**src/rtl/vga_sync_decoder.sv**
```systemverilog
// vga_sync_decoder: recovers pixel position and lock status from a pair of
// active-low VGA sync signals that are synchronous to the pixel clock.
`timescale 1ns/1ps
module vga_sync_decoder #(
   parameter int Pixels_Horiz = 640,
   parameter int Pixels_Vert  = 480,
   parameter int HSync_Sync   = 96,
   parameter int HSync_Back   = 48,
   parameter int HSync_Total  = 800,
   parameter int VSync_Sync   = 2,
   parameter int VSync_Back   = 33,
   parameter int VSync_Total  = 525,
   parameter int Lock_Frames  = 2
)(
   input  logic        Master_Clock_In,
   input  logic        Reset_In,
   input  logic        Sync_Horiz_In,
   input  logic        Sync_Vert_In,
   output logic        Disp_Ena_Out,
   output logic [9:0]  Val_Col_Out,
   output logic [9:0]  Val_Row_Out,
   output logic        Locked_Out,
   output logic        Frame_Start_Out,
   output logic [11:0] Line_Len_Out,
   output logic [10:0] Frame_Lines_Out,
   output logic        Timing_Err_Out
);

   localparam logic [11:0] H_ACT_START = 12'(HSync_Sync + HSync_Back);
   localparam logic [11:0] H_ACT_END   = 12'(HSync_Sync + HSync_Back + Pixels_Horiz);
   localparam logic [11:0] H_TOTAL     = 12'(HSync_Total);
   localparam logic [10:0] V_ACT_START = 11'(VSync_Sync + VSync_Back);
   localparam logic [10:0] V_ACT_END   = 11'(VSync_Sync + VSync_Back + Pixels_Vert);
   localparam logic [10:0] V_TOTAL     = 11'(VSync_Total);
   localparam int          GW          = (Lock_Frames < 1) ? 1 : $clog2(Lock_Frames + 1);
   localparam logic [GW-1:0] LOCK_CNT  = GW'(Lock_Frames);

   typedef enum logic [1:0] {ST_UNLOCKED, ST_CHECK, ST_LOCKED} state_t;

   state_t          state_reg, state_next;
   logic [GW-1:0]   good_cnt_reg, good_cnt_next, good_inc;
   logic            timing_err_reg, timing_err_next;
   logic            arm_reg;
   logic            h_d_reg, v_d_reg;
   logic [11:0]     h_cnt_reg;
   logic [10:0]     v_cnt_reg;
   logic [11:0]     line_len_reg;
   logic [10:0]     frame_lines_reg;
   logic            line_seen_reg, bad_line_reg;

   logic            h_fall, v_fall, h_sat, line_bad, frame_good;
   logic [11:0]     h_len;
   logic [10:0]     v_close;
   logic            h_win, v_win, locked, disp;

   // arm_reg masks the first post-reset sample so that inputs already low at
   // release (h_d/v_d reset high) do not look like a falling edge
   assign h_fall   = arm_reg & h_d_reg & ~Sync_Horiz_In;
   assign v_fall   = arm_reg & v_d_reg & ~Sync_Vert_In;
   assign h_sat    = (h_cnt_reg == 12'hFFF);
   // a stalled line reports the largest representable length rather than wrapping
   assign h_len    = h_sat ? 12'hFFF : h_cnt_reg + 12'd1;
   assign v_close  = h_fall ? v_cnt_reg + 11'd1 : v_cnt_reg;
   assign line_bad = h_fall & line_seen_reg & (h_len != H_TOTAL);
   assign frame_good = ~bad_line_reg & ~line_bad & (v_close == V_TOTAL);
   assign good_inc = good_cnt_reg + 1'b1;

   // edge history, position counters, measured lengths and line-quality flags
   always_ff @(posedge Master_Clock_In) begin
      if (Reset_In) begin
         arm_reg         <= 1'b0;
         h_d_reg         <= 1'b1;
         v_d_reg         <= 1'b1;
         h_cnt_reg       <= '0;
         v_cnt_reg       <= '0;
         line_len_reg    <= '0;
         frame_lines_reg <= '0;
         line_seen_reg   <= 1'b0;
         bad_line_reg    <= 1'b0;
      end else begin
         arm_reg <= 1'b1;
         h_d_reg <= Sync_Horiz_In;
         v_d_reg <= Sync_Vert_In;
         if (h_fall) begin
            h_cnt_reg     <= '0;
            line_len_reg  <= h_len;
            line_seen_reg <= 1'b1;
         end else if (!h_sat) begin
            h_cnt_reg <= h_cnt_reg + 12'd1;
         end
         if (v_fall) begin
            v_cnt_reg       <= '0;
            frame_lines_reg <= v_close;
         end else if (h_fall && v_cnt_reg != 11'h7FF) begin
            v_cnt_reg <= v_cnt_reg + 11'd1;
         end
         // the closing edge has already been folded into frame_good, so clear here
         if (v_fall)
            bad_line_reg <= 1'b0;
         else if (line_bad)
            bad_line_reg <= 1'b1;
      end
   end

   // lock state register, good-frame counter and error pulse
   always_ff @(posedge Master_Clock_In) begin
      if (Reset_In) begin
         state_reg      <= ST_UNLOCKED;
         good_cnt_reg   <= '0;
         timing_err_reg <= 1'b0;
      end else begin
         state_reg      <= state_next;
         good_cnt_reg   <= good_cnt_next;
         timing_err_reg <= timing_err_next;
      end
   end

   // lock qualification: count consecutive good frames, drop on any violation
   always_comb begin
      state_next      = state_reg;
      good_cnt_next   = good_cnt_reg;
      timing_err_next = 1'b0;
      case (state_reg)
         ST_UNLOCKED: begin
            if (v_fall) begin
               state_next    = ST_CHECK;
               good_cnt_next = '0;
            end
         end
         ST_CHECK: begin
            if (v_fall) begin
               if (frame_good) begin
                  good_cnt_next = good_inc;
                  if (good_inc >= LOCK_CNT)
                     state_next = ST_LOCKED;
               end else begin
                  good_cnt_next = '0;
               end
            end
         end
         ST_LOCKED: begin
            if (line_bad || (v_cnt_reg > V_TOTAL) || (v_fall && !frame_good)) begin
               timing_err_next = 1'b1;
               state_next      = ST_CHECK;
               good_cnt_next   = '0;
            end
         end
         default: begin
            state_next    = ST_UNLOCKED;
            good_cnt_next = '0;
         end
      endcase
      // a line that never ends means the source is gone
      if (h_sat) begin
         state_next      = ST_UNLOCKED;
         good_cnt_next   = '0;
         timing_err_next = 1'b0;
      end
   end

   // position decode from the counter registers; everything forced low in reset
   always_comb begin
      h_win           = (h_cnt_reg >= H_ACT_START) && (h_cnt_reg < H_ACT_END);
      v_win           = (v_cnt_reg >= V_ACT_START) && (v_cnt_reg < V_ACT_END);
      locked          = (state_reg == ST_LOCKED) && !Reset_In;
      disp            = locked && h_win && v_win;
      Disp_Ena_Out    = disp;
      Locked_Out      = locked;
      Val_Col_Out     = disp ? 10'(h_cnt_reg - H_ACT_START) : 10'd0;
      Val_Row_Out     = disp ? 10'(v_cnt_reg - V_ACT_START) : 10'd0;
      Frame_Start_Out = disp && (h_cnt_reg == H_ACT_START) && (v_cnt_reg == V_ACT_START);
      Line_Len_Out    = Reset_In ? 12'd0 : line_len_reg;
      Frame_Lines_Out = Reset_In ? 11'd0 : frame_lines_reg;
      Timing_Err_Out  = timing_err_reg && !Reset_In;
   end

endmodule

```
**config.mk**
```make
export PLATFORM = sky130hd
export DESIGN_NAME = vga_sync_decoder
export DESIGN_NICKNAME = d
export VERILOG_FILES = /design/src/rtl/vga_sync_decoder.sv
export SDC_FILE = /design/constraint.sdc
export NUM_CORES = 1
export LEC_CHECK = 0
export CAP_MARGIN = 20
export CORE_UTILIZATION = 45
export CTS_BUF_LIST = sky130_fd_sc_hd__clkbuf_4 sky130_fd_sc_hd__clkbuf_8 sky130_fd_sc_hd__clkbuf_16
export DETAILED_ROUTE_END_ITERATION = 16
export HOLD_SLACK_MARGIN = 0.1
export PLACE_DENSITY = 0.68
export SETUP_SLACK_MARGIN = 0.05
export SLEW_MARGIN = 20
export SYNTH_ARGS = -nofsm -noshare
export SYNTH_HDL_FRONTEND = slang
export SYNTH_SLANG_ARGS = --single-unit
```
**constraint.sdc**
```tcl
create_clock -name Master_Clock_In -period 3 [get_ports Master_Clock_In]
set_input_delay 0.3 -clock Master_Clock_In [delete_from_list [all_inputs] [get_ports Master_Clock_In]]
set_output_delay 0.3 -clock Master_Clock_In [all_outputs]
set_load 0.02 [all_outputs]
```
---- Word-level counts from Yosys, hierarchy flattened ----
Cells that the tools add are included.
cells by class
  shift-type cells ........................ 0
  add/subtract/negate cells ............... 5
  eq/ne operators ......................... 13
  multiplexer cells ....................... 19
  order comparisons ....................... 6
  divide/modulo/power cells ............... 0
  multiply operators ...................... 0
  bitwise gates (word level) .............. 13
  reduce and logical (&&, ||, !) cells .... 21
operators with widths
  cell                                                                                  number
  12-bit 2-to-1 mux                                                                     2
  11-bit 2-to-1 mux                                                                     2
  10-bit 2-to-1 mux                                                                     2
  2-bit 2-to-1 mux                                                                      9
  12-bit by 1-bit adder with 12-bit output, second input constant                       1
  12-bit == test, second input constant                                                 1
  12-bit by 8-bit == test with 1-bit output, second input constant                      1
  12-bit by 8-bit greater-or-equal comparator with 1-bit output, second input constant  1
  12-bit by 10-bit less-than comparator with 1-bit output, second input constant        1
  12-bit by 10-bit inequality test with 1-bit output, second input constant             1
  2-bit one-hot mux with 3 select lines                                                 2
  11-bit by 1-bit adder with 11-bit output, second input constant                       1
  11-bit by 10-bit == test with 1-bit output, second input constant                     1
  11-bit by 6-bit == test with 1-bit output, second input constant                      1
  11-bit by 6-bit greater-or-equal comparator with 1-bit output, second input constant  1
  11-bit by 10-bit greater-than comparator with 1-bit output, second input constant     1
  11-bit by 10-bit less-than comparator with 1-bit output, second input constant        1
  11-bit inequality test, second input constant                                         1
  1-bit logical AND                                                                     10
  2-bit inequality test, second input constant                                          5
  10-bit by 6-bit subtractor with 10-bit output, second input constant                  1
  10-bit by 8-bit subtractor with 10-bit output, second input constant                  1
  1-bit bitwise AND                                                                     8
  2-bit OR reduction                                                                    3
  other kinds (12)                                                                      19
storage, ports and cells
  word-level logic and storage cells ...... 89
  bits of input ports ..................... 4
  latch bits .............................. 0
  bits in writable memories ............... 0
  bits in registers ....................... 56
  output and inout bits ................... 47
  ROM bits ................................ 0
  memories kept ........................... 0

---- Longest topological paths before layout ----
Gate-level depths: netlist of the first run.
  depth after elaboration ................. 12
  mapped depth ............................ 10
  depth with buffers taken out ............ 8

---- Least setup slack after synthesis of the first run ----
No wires, ideal clock.
  path kind ............................... reg-to-output
  start point ............................. register v_cnt_reg[0]
  end point ............................... output Frame_Start_Out
  stages on the path, launching flop included .. 11
  setup slack ............................. 0.440 ns
  data arrival time ....................... 2.260 ns
  data required time ...................... 2.700 ns
  buffers on the path ..................... 2
  cells stage by stage .................... dfxtp_1 ha_1 buf_4 nand2_4 nor3_1 nand3b_1 nor3b_1 o21ai_0 nand4_1 clkbuf_1 nor4_1
between the ends
  longest elaborated chain between the ends .. 5
  elaborated cells between the ends (all ways) .. 7
  classes of those cells .................. order compare (2); eq/ne (1); reduce/logical (4)
RTL lines
  what                                                                                                                                      RTL line  text
  start, declared                                                                                                                           46        logic [10:0] v_cnt_reg;
  start signal, assigned                                                                                                                    95        v_cnt_reg <= v_cnt_reg + 11'd1;
  11-bit by 6-bit greater-or-equal comparator with 1-bit output or 11-bit by 10-bit less-than comparator with 1-bit output (tied branches)  164       v_win = (v_cnt_reg >= V_ACT_START) && (v_cnt_reg < V_ACT_END);
  1-bit logical AND                                                                                                                         164
  1-bit logical AND                                                                                                                         166       disp = locked && h_win && v_win;
  1-bit logical AND                                                                                                                         171       Frame_Start_Out = disp && (h_cnt_reg == H_ACT_START) && (v_cnt_reg == V_ACT_START);
  1-bit logical AND (*)                                                                                                                     171
  end, declared                                                                                                                             23        output logic Frame_Start_Out,
Mark *: on every way between the ends. The rest lies on a longest branch, timed or not.

---- Final worst setup path of the first run ----
  start point ............................. register v_cnt_reg[2]
  end point ............................... output Val_Row_Out[4]
between the ends
  longest elaborated chain between the ends .. 4
  elaborated cells between the ends (all ways) .. 6
  classes of those cells .................. add/sub (1); order compare (2); mux (1); reduce/logical (2)
RTL lines
  what                                                                                                                                      RTL line  text
  11-bit by 6-bit greater-or-equal comparator with 1-bit output or 11-bit by 10-bit less-than comparator with 1-bit output (tied branches)  164
  1-bit logical AND                                                                                                                         164
  1-bit logical AND                                                                                                                         166
  10-bit 2-to-1 mux (*)                                                                                                                     170       Val_Row_Out = disp ? 10'(v_cnt_reg - V_ACT_START) : 10'd0;
  end, declared                                                                                                                             21        output logic [9:0] Val_Row_Out,
Marks and branches as above.

==> impl_summary.log, run 1 <==
INFO  metric run_status = finished clean
INFO  metric clk_path_buf_depth = 2
INFO  metric placement.io_buffers = 50
INFO  metric crit_path_max_fanout = 15
INFO  metric ir_worst_vdd = 0.212 mV
INFO  metric yosys.area.top_type = dfxtp_1
INFO  metric grt_pass1_wl = 14100 µm
INFO  metric synthTopCellsByArea = dfxtp_1, nor2_1, nor2b_1
INFO  metric fmaxAchievable = 368 MHz
INFO  metric slew_at_the_pin_closest_to_its_max_slew_limit = 0.582 ns
INFO  metric swShare = 25.6%
INFO  metric routed_wl = 8770 µm
INFO  metric syn2layout_area_growth = 21.7%
INFO  metric tritoncts.num_buffers = 5
INFO  metric route.detailed.vias_per_inst = 5.55
INFO  metric postSynthCellCount = 433
INFO  metric cts_root_buffer = clkbuf_8
INFO  metric post-route-period-util = 90.5%
INFO  metric num_rows = 31
INFO  metric final_layout_size_suffix_gt1_share = 10.4%
INFO  metric synth_edf_count = 0
INFO  metric ys_top_cells_by_count = nor2_1, dfxtp_1, nor2b_1
INFO  metric die_height = 88.9 µm
INFO  metric grt.overflow.total = 0
INFO  metric ctsHtreeMaxLevel = 2
INFO  metric fin_worst_hold_slack = 0.467 ns
INFO  metric core_area = 0.00729 mm²
INFO  metric timing.critical_path.max_delay_family = simple AND/OR/NAND/NOR gates
INFO  metric critPathRequiredTime = 2.70 ns
INFO  metric drc = 0
INFO  metric final-hold-violation-count = 0
INFO  metric power.static_leakage = 0.00157 µW
INFO  metric grt_start_max_net_pins = 51
INFO  metric cts_resized = 21
INFO  metric die-area = 0.00791 mm²
INFO  metric finalClockSkew = 0.00750 ns
INFO  metric timing.critical_path.slowest_cell_delay = 0.40 ns
INFO  metric ys_types = 55
INFO  metric timing_worst_setup_path_type = reg -> out
INFO  metric post_cts_setup_buffers = 0
INFO  metric synth-async-reset-ratio = 0%
INFO  metric dp_slack = 0.0943 ns
INFO  metric detailroute.via_count = 3209
INFO  metric nets = 489
INFO  metric worst_slack = 0.285 ns
INFO  metric synth_nets = 444
INFO  metric boundaryPins = 51
INFO  metric fin_tns_setup = 0 ns
INFO  metric nFillCells = 731
INFO  metric synth.yosys.seq_area_share = 33.0%
INFO  metric total_power = 1470 µW
INFO  metric critical_path.startpoint_type = flop
INFO  metric setup_viol_count_final = 0
INFO  metric number_of_global_route_vias_before_repair = 2843
INFO  metric drt_pre_antenna_iters = 5
INFO  metric ctsHoldBuffers = 0
INFO  metric timing.critical_path.slowest_stage_cell = or3_1
INFO  metric worstPathArrival = 2.42 ns
INFO  metric min_period = 2.72 ns
INFO  metric die-width = 88.9 µm
INFO  metric dp.final_hpwl = 6410 µm
INFO  metric synth_area = 0.00340 mm²
INFO  metric insertedDiodeCount = 0
INFO  metric power-per-cell-area = 356 mW/mm²
INFO  metric syn_area_per_cell = 7.85 µm²
INFO  metric yosys_most_used_dff = dfxtp_1
INFO  metric worstPathCellList = or3_1, a21oi_1, nor2b_1, nor3b_1, o21ai_0, nand4_1, buf_4, nor2_1, dlygate4sd2_1
INFO  metric crit_path_end_kind = output pin
INFO  metric worst_setup_hold_path_clk_slew = 0.10 ns
INFO  metric ys_ff_latch = 56
INFO  metric power.share.clock = 35.4%
INFO  metric pwr-share-comb = 11.3%
INFO  metric first_iter_violations = 177
INFO  metric min-delay-path-class = reg -> reg
INFO  metric power_switching = 376 µW
INFO  metric clock_sinks = 56
INFO  metric timing.final.max_slew_violations = 0
INFO  metric maxSlewHeadroom = 60.8%
INFO  metric insertion_delay = 0.31 ns
INFO  metric routabilityCongestion = 0.881
INFO  metric post-synth-top-count-cell = nor2_1
INFO  metric initial_antenna_violation_count = 0
INFO  metric finish.cell_count_without_fillers = 578
INFO  metric synth_largest_type_area_fraction = 33.0%
INFO  metric detail-route-antenna-nets = 0
INFO  metric initial_core_util = 46.6%
INFO  metric grt_usage = 22.9%
INFO  metric cts_tree = built
INFO  metric pwr-share-seq = 53.3%
INFO  metric wire_per_inst = 15.2 µm
INFO  metric maxCapViolations = 0
INFO  metric grt_setup_unrepaired = no
INFO  metric synth.yosys.warnings = 0
INFO  metric placedCellCount = 570
INFO  metric internal_power = 1100 µW
INFO  metric critical_path_buf_inv_count = 2
-- power groups by stage --
stage	combinational, µW	sequential (µW)	clock, µW
floorplan	114	797	0
global placement	163	802	0
detailed placement	166	802	0
CTS	166	785	525
global route	183	789	554
finish	166	785	522
-- tightest hold or removal path, delay by kind of cell (launching register included) --
family / cells / cell delay [ns]
DFF: 1 / 0.32
AOI/OAI and AO/OA: 1 / 0.06
and+or+nand+nor: 1 / 0.05
-- path summary, 6_finish.rpt --
kind	start	end	slack (ns)	depth (start not counted)
worst max-delay path	v_cnt_reg[2]$_SDFFE_PP0P_	Val_Row_Out[4]	0.28	9
worst max register to register	h_cnt_reg[0]$_SDFFE_PP0N_	good_cnt_reg[0]$_SDFFE_PP0P_	0.36	8
worst min register to register	line_len_reg[6]$_SDFFE_PP0P_	line_len_reg[6]$_SDFFE_PP0P_	0.47	2
worst min-delay path	line_len_reg[6]$_SDFFE_PP0P_	line_len_reg[6]$_SDFFE_PP0P_	0.47	2
-- metal layers --
layer / global-route usage (%) / vias up / part of all wire (%)
li1: - / 1610 / -
met1: 32.6 / 1488 / 49
met2: 37.0 / 104 / 45
met3: 3.32 / 7 / 5.7
met4: 4.84 / 0 / 0.87
met5: 0 / - / 0
-- through the flow --
step                instance area [µm²]  util [%]
finish                             4140      56.7
CTS                                4130      56.7
global route                       4140      56.7
global placement                   4050      55.5
detailed placement                 4050      55.5
floorplan                          3400         -
-- final cells by class --
type / count / area [µm²] / area share [%]
Clock buffer: 6 / 76.3 / 1.85
Clock inverter: 2 / 38.8 / 0.938
Inverter: 10 / 37.5 / 0.907
Multi-Input combinational cell: 331 / 2080 / 50.4
Sequential cell: 56 / 1120 / 27.1
Tap cell: 99 / 124 / 2.99
Timing Repair Buffer: 74 / 654 / 15.8
-- layout by cell type (no fill, tap or decap), types with 10 or more instances in the layout --
cell	n
nor2_1	77
dfxtp_1	56
nor2b_1	28
clkdlybuf4s50_1	28
nand2_1	25
buf_4	24
a21oi_1	21
o21ai_0	19
xnor2_1	19
dlygate4sd2_1	19
nor3_1	12
a211oi_1	12
inv_1	10
nand3_1	10
-- cell families (layout without fill, tap and decap cells) --
logic type / Yosys count / after routing / share of synthesized area [%]
simple gates: 205 / 205 / 32.3
buf+inv: 46 / 92 / 5.78
mux: 3 / 3 / 0.883
fa+ha+maj: 7 / 7 / 2.58
xor+xnor: 26 / 26 / 6.70
compound gates: 90 / 90 / 18.8
flops: 56 / 56 / 33.0
Power figures use the tool's default switching activity.
==> inputs of run 2 (changes only) <==
--- a/config.mk
+++ b/config.mk
@@ -5,7 +5,7 @@
 export SDC_FILE = /design/constraint.sdc
 export NUM_CORES = 1
 export LEC_CHECK = 0
-export CAP_MARGIN = 20
+export CORE_MARGIN = 3
 export CORE_UTILIZATION = 45
 export CTS_BUF_LIST = sky130_fd_sc_hd__clkbuf_4 sky130_fd_sc_hd__clkbuf_8 sky130_fd_sc_hd__clkbuf_16
 export DETAILED_ROUTE_END_ITERATION = 16
==> run 2 against run 1 <==
Flip-flop and latch count unchanged. First-iteration DRC count up 75%. Fmax is 0.83% lower. Global-route usage shrank 1.7 points. Largest power group unchanged. Highest routed layer unchanged.
==> impl_summary.log, run 2 (same netlist as run 1, synthesis figures left out) <==
INFO  metric route.detailed.vias_per_inst = 5.69 (+2.4%)
INFO  metric worstPathCellList = ha_1, nand2_4, nor3_1, nand3b_1, nor3b_1, o21ai_0, nand4_1, buf_4, a21oi_1, dlygate4sd2_1
INFO  metric drt_pre_antenna_iters = 5 (unchanged)
INFO  metric maxCapViolations = 0 (unchanged)
INFO  metric nFillCells = 722 (-1.2%)
INFO  metric final_layout_size_suffix_gt1_share = 10.3% (-0.19 points)
INFO  metric grt.overflow.total = 0 (unchanged)
INFO  metric timing.critical_path.slowest_cell_delay = 0.35 ns (-0.05 ns)
INFO  metric maxSlewHeadroom = 61.6% (+0.71 points)
INFO  metric drc = 0 (unchanged)
INFO  metric insertion_delay = 0.32 ns (about the same)
INFO  metric pwr-share-comb = 11.3% (about the same)
INFO  metric critical_path.startpoint_type = flop
INFO  metric reg2reg_setup_slack = 0.36 ns (about the same)
INFO  metric finalClockSkew = 0.00569 ns (-0.00181 ns)
INFO  metric fmaxAchievable = 365 MHz (-0.83%)
INFO  metric fin_worst_hold_slack = 0.465 ns (-0.00179 ns)
INFO  metric finish.cell_count_without_fillers = 577 (-0.17%)
INFO  metric first_iter_violations = 310 (+75%)
INFO  metric die-area = 0.00863 mm² (+9.2%)
INFO  metric pwr-share-seq = 53.0% (-0.3 points)
INFO  metric final-hold-violation-count = 0 (unchanged)
INFO  metric setup_viol_count_final = 0 (unchanged)
INFO  metric final_core_utilization = 56.6% (-0.10 points)
INFO  metric reg2reg_from = v_cnt_reg[2]$_SDFFE_PP0P_
INFO  metric fin_tns_setup = 0 ns (unchanged)
INFO  metric cts_tree = built
INFO  metric dp.final_hpwl = 6480 µm (+1.0%)
INFO  metric timing.critical_path.slowest_stage_cell = dfxtp_1
INFO  metric routed_wl = 8860 µm (+1.1%)
INFO  metric placed_cell_area = 0.00404 mm² (-0.19%)
INFO  metric core_area = 0.00729 mm² (unchanged)
INFO  metric worst_r2r_endpoint = good_cnt_reg[0]$_SDFFE_PP0P_
INFO  metric power_switching = 383 µW (+1.6%)
INFO  metric placedCellCount = 569 (-0.18%)
INFO  metric die_height = 92.9 µm (+4.5%)
INFO  metric timing_worst_setup_path_type = reg -> out
INFO  metric hold_path_startpoint = line_len_reg[6]$_SDFFE_PP0P_
INFO  metric internal_power = 1100 µW (about the same)
INFO  metric placement.io_buffers = 50 (unchanged)
INFO  metric nets = 488 (-0.20%)
INFO  metric final_common_cell = nor2_1
INFO  metric detailroute.via_count = 3281 (+2.2%)
INFO  metric grt_usage = 21.2% (-1.7 points)
INFO  metric worst_setup_hold_path_clk_slew = 0.11 ns (about the same)
INFO  metric cts_root_buffer = clkbuf_8
INFO  metric final_cell_mix = nor2_1, dfxtp_1, nor2b_1, clkdlybuf4s50_1, nand2_1
INFO  metric post-route-period-util = 91.3% (+0.75 points)
INFO  metric min_period = 2.74 ns (+0.0226 ns)
INFO  metric num_rows = 31 (unchanged)
INFO  metric routabilityCongestion = 0.880 (about the same)
INFO  metric power.static_leakage = 0.00157 µW (+0.19%)
INFO  metric swShare = 25.9% (+0.31 points)
INFO  metric post_cts_setup_buffers = 0 (unchanged)
INFO  metric insertedDiodeCount = 0 (unchanged)
INFO  metric critPathRequiredTime = 2.70 ns (about the same)
INFO  metric die-width = 92.9 µm (+4.5%)
INFO  metric detail-route-antenna-nets = 0 (unchanged)
INFO  metric wire_per_inst = 15.4 µm (+1.2%)
INFO  metric tritoncts.num_buffers = 5 (unchanged)
INFO  metric grt_start_max_net_pins = 51 (unchanged)
INFO  metric slew_at_the_pin_closest_to_its_max_slew_limit = 0.571 ns (-0.0111 ns)
INFO  metric clock_sinks = 56 (unchanged)
INFO  metric clk_path_buf_depth = 2 (unchanged)
INFO  metric ctsHtreeMaxLevel = 2 (unchanged)
INFO  metric grt_pass1_wl = 14800 µm (+5.4%)
INFO  metric number_of_global_route_vias_before_repair = 3071 (+8.0%)
INFO  metric initial_antenna_violation_count = 0 (unchanged)
INFO  metric grt_setup_unrepaired = no
INFO  metric crit_path_max_fanout = 15 (unchanged)
INFO  metric power-per-cell-area = 358 mW/mm² (+0.60%)
INFO  metric crit_path_end_kind = output pin
INFO  metric min-delay-path-class = reg -> reg
INFO  metric initial_core_util = 46.6% (unchanged)
INFO  metric syn2layout_area_growth = 21.5%
INFO  metric reg2regPathDepth = 8 (unchanged)
INFO  metric post-route-cell-area = 0.00413 mm² (-0.18%)
INFO  metric boundaryPins = 51 (unchanged)
INFO  metric timing.final.max_slew_violations = 0 (unchanged)
INFO  metric run_status = finished clean
INFO  metric ir_worst_vdd = 0.182 mV (-14%)
INFO  metric hold_end = line_len_reg[6]$_SDFFE_PP0P_
INFO  metric worstPathArrival = 2.44 ns (+0.02 ns)
INFO  metric min_delay_path_depth = 2 (unchanged)
INFO  metric power.share.clock = 35.7% (+0.3 points)
## run 2: how the worst max path moves through the flow
stage                              startpoint              end  slack [ns]  cells past startpoint
floorplan           v_cnt_reg[0]$_SDFFE_PP0P_  Frame_Start_Out        0.44                     10
global placement                     Reset_In   Val_Col_Out[7]        0.12                      8
detailed placement                   Reset_In   Val_Col_Out[7]         0.1                      8
CTS                 v_cnt_reg[0]$_SDFFE_PP0P_     Disp_Ena_Out        0.07                     10
global route        v_cnt_reg[0]$_SDFFE_PP0P_   Val_Row_Out[3]        0.07                     10
finish              v_cnt_reg[0]$_SDFFE_PP0P_   Val_Col_Out[6]        0.26                     10
## run 2: power groups by stage
stage	sequential [µW]	clock, µW	combinational (µW)
6_report	784	529	167
5_1_grt	788	565	183
4_1_cts	785	532	166
3_5_place_dp	802	0	165
3_3_place_gp	801	0	164
2_1_floorplan	797	0	114
## run 2: critical path, delay by kind of cell, from the launching register on
family	cells	cell delay [ns]
compound gates	2	0.28
flops	1	0.35
fa+ha+maj	1	0.22
buf+inv	2	0.58
simple gates	5	0.71
## run 2: area by class of cell
| class | count | area, µm² | share of cell area, % |
|---|---|---|---|
| flip-flops and latches | 56 | 1120 | 27.2 |
| repair buffers | 73 | 646 | 15.6 |
| multi-input cells | 331 | 2090 | 50.5 |
| clock inverters | 2 | 38.8 | 0.939 |
| inverters | 10 | 37.5 | 0.909 |
| clock buffers | 6 | 76.3 | 1.85 |
| well taps | 99 | 124 | 3.00 |
## run 2: repair_timing
item                                    4_1_cts  5_1_grt
resized for setup                            21        5
endpoints found under the setup margin       21        2
hold buffers                                  0        0
## run 2: through the flow
step                power (µW)  worst slack, ns
floorplan                  911            0.440
CTS                       1480           0.0658
finish                    1480            0.262
global route              1540           0.0725
detailed placement         967           0.0959
global placement           965            0.123
## run 2: per-layer routing
metal  up-vias  wire (µm)  share of wire [%]  track usage (%)
li1       1602          -                  -                -
met1      1525       4180                 47             29.7
met2       133       3880                 44             32.4
met3        21        576                6.5             3.82
met4         0        226                2.6             8.06
met5         -          0                  0                0
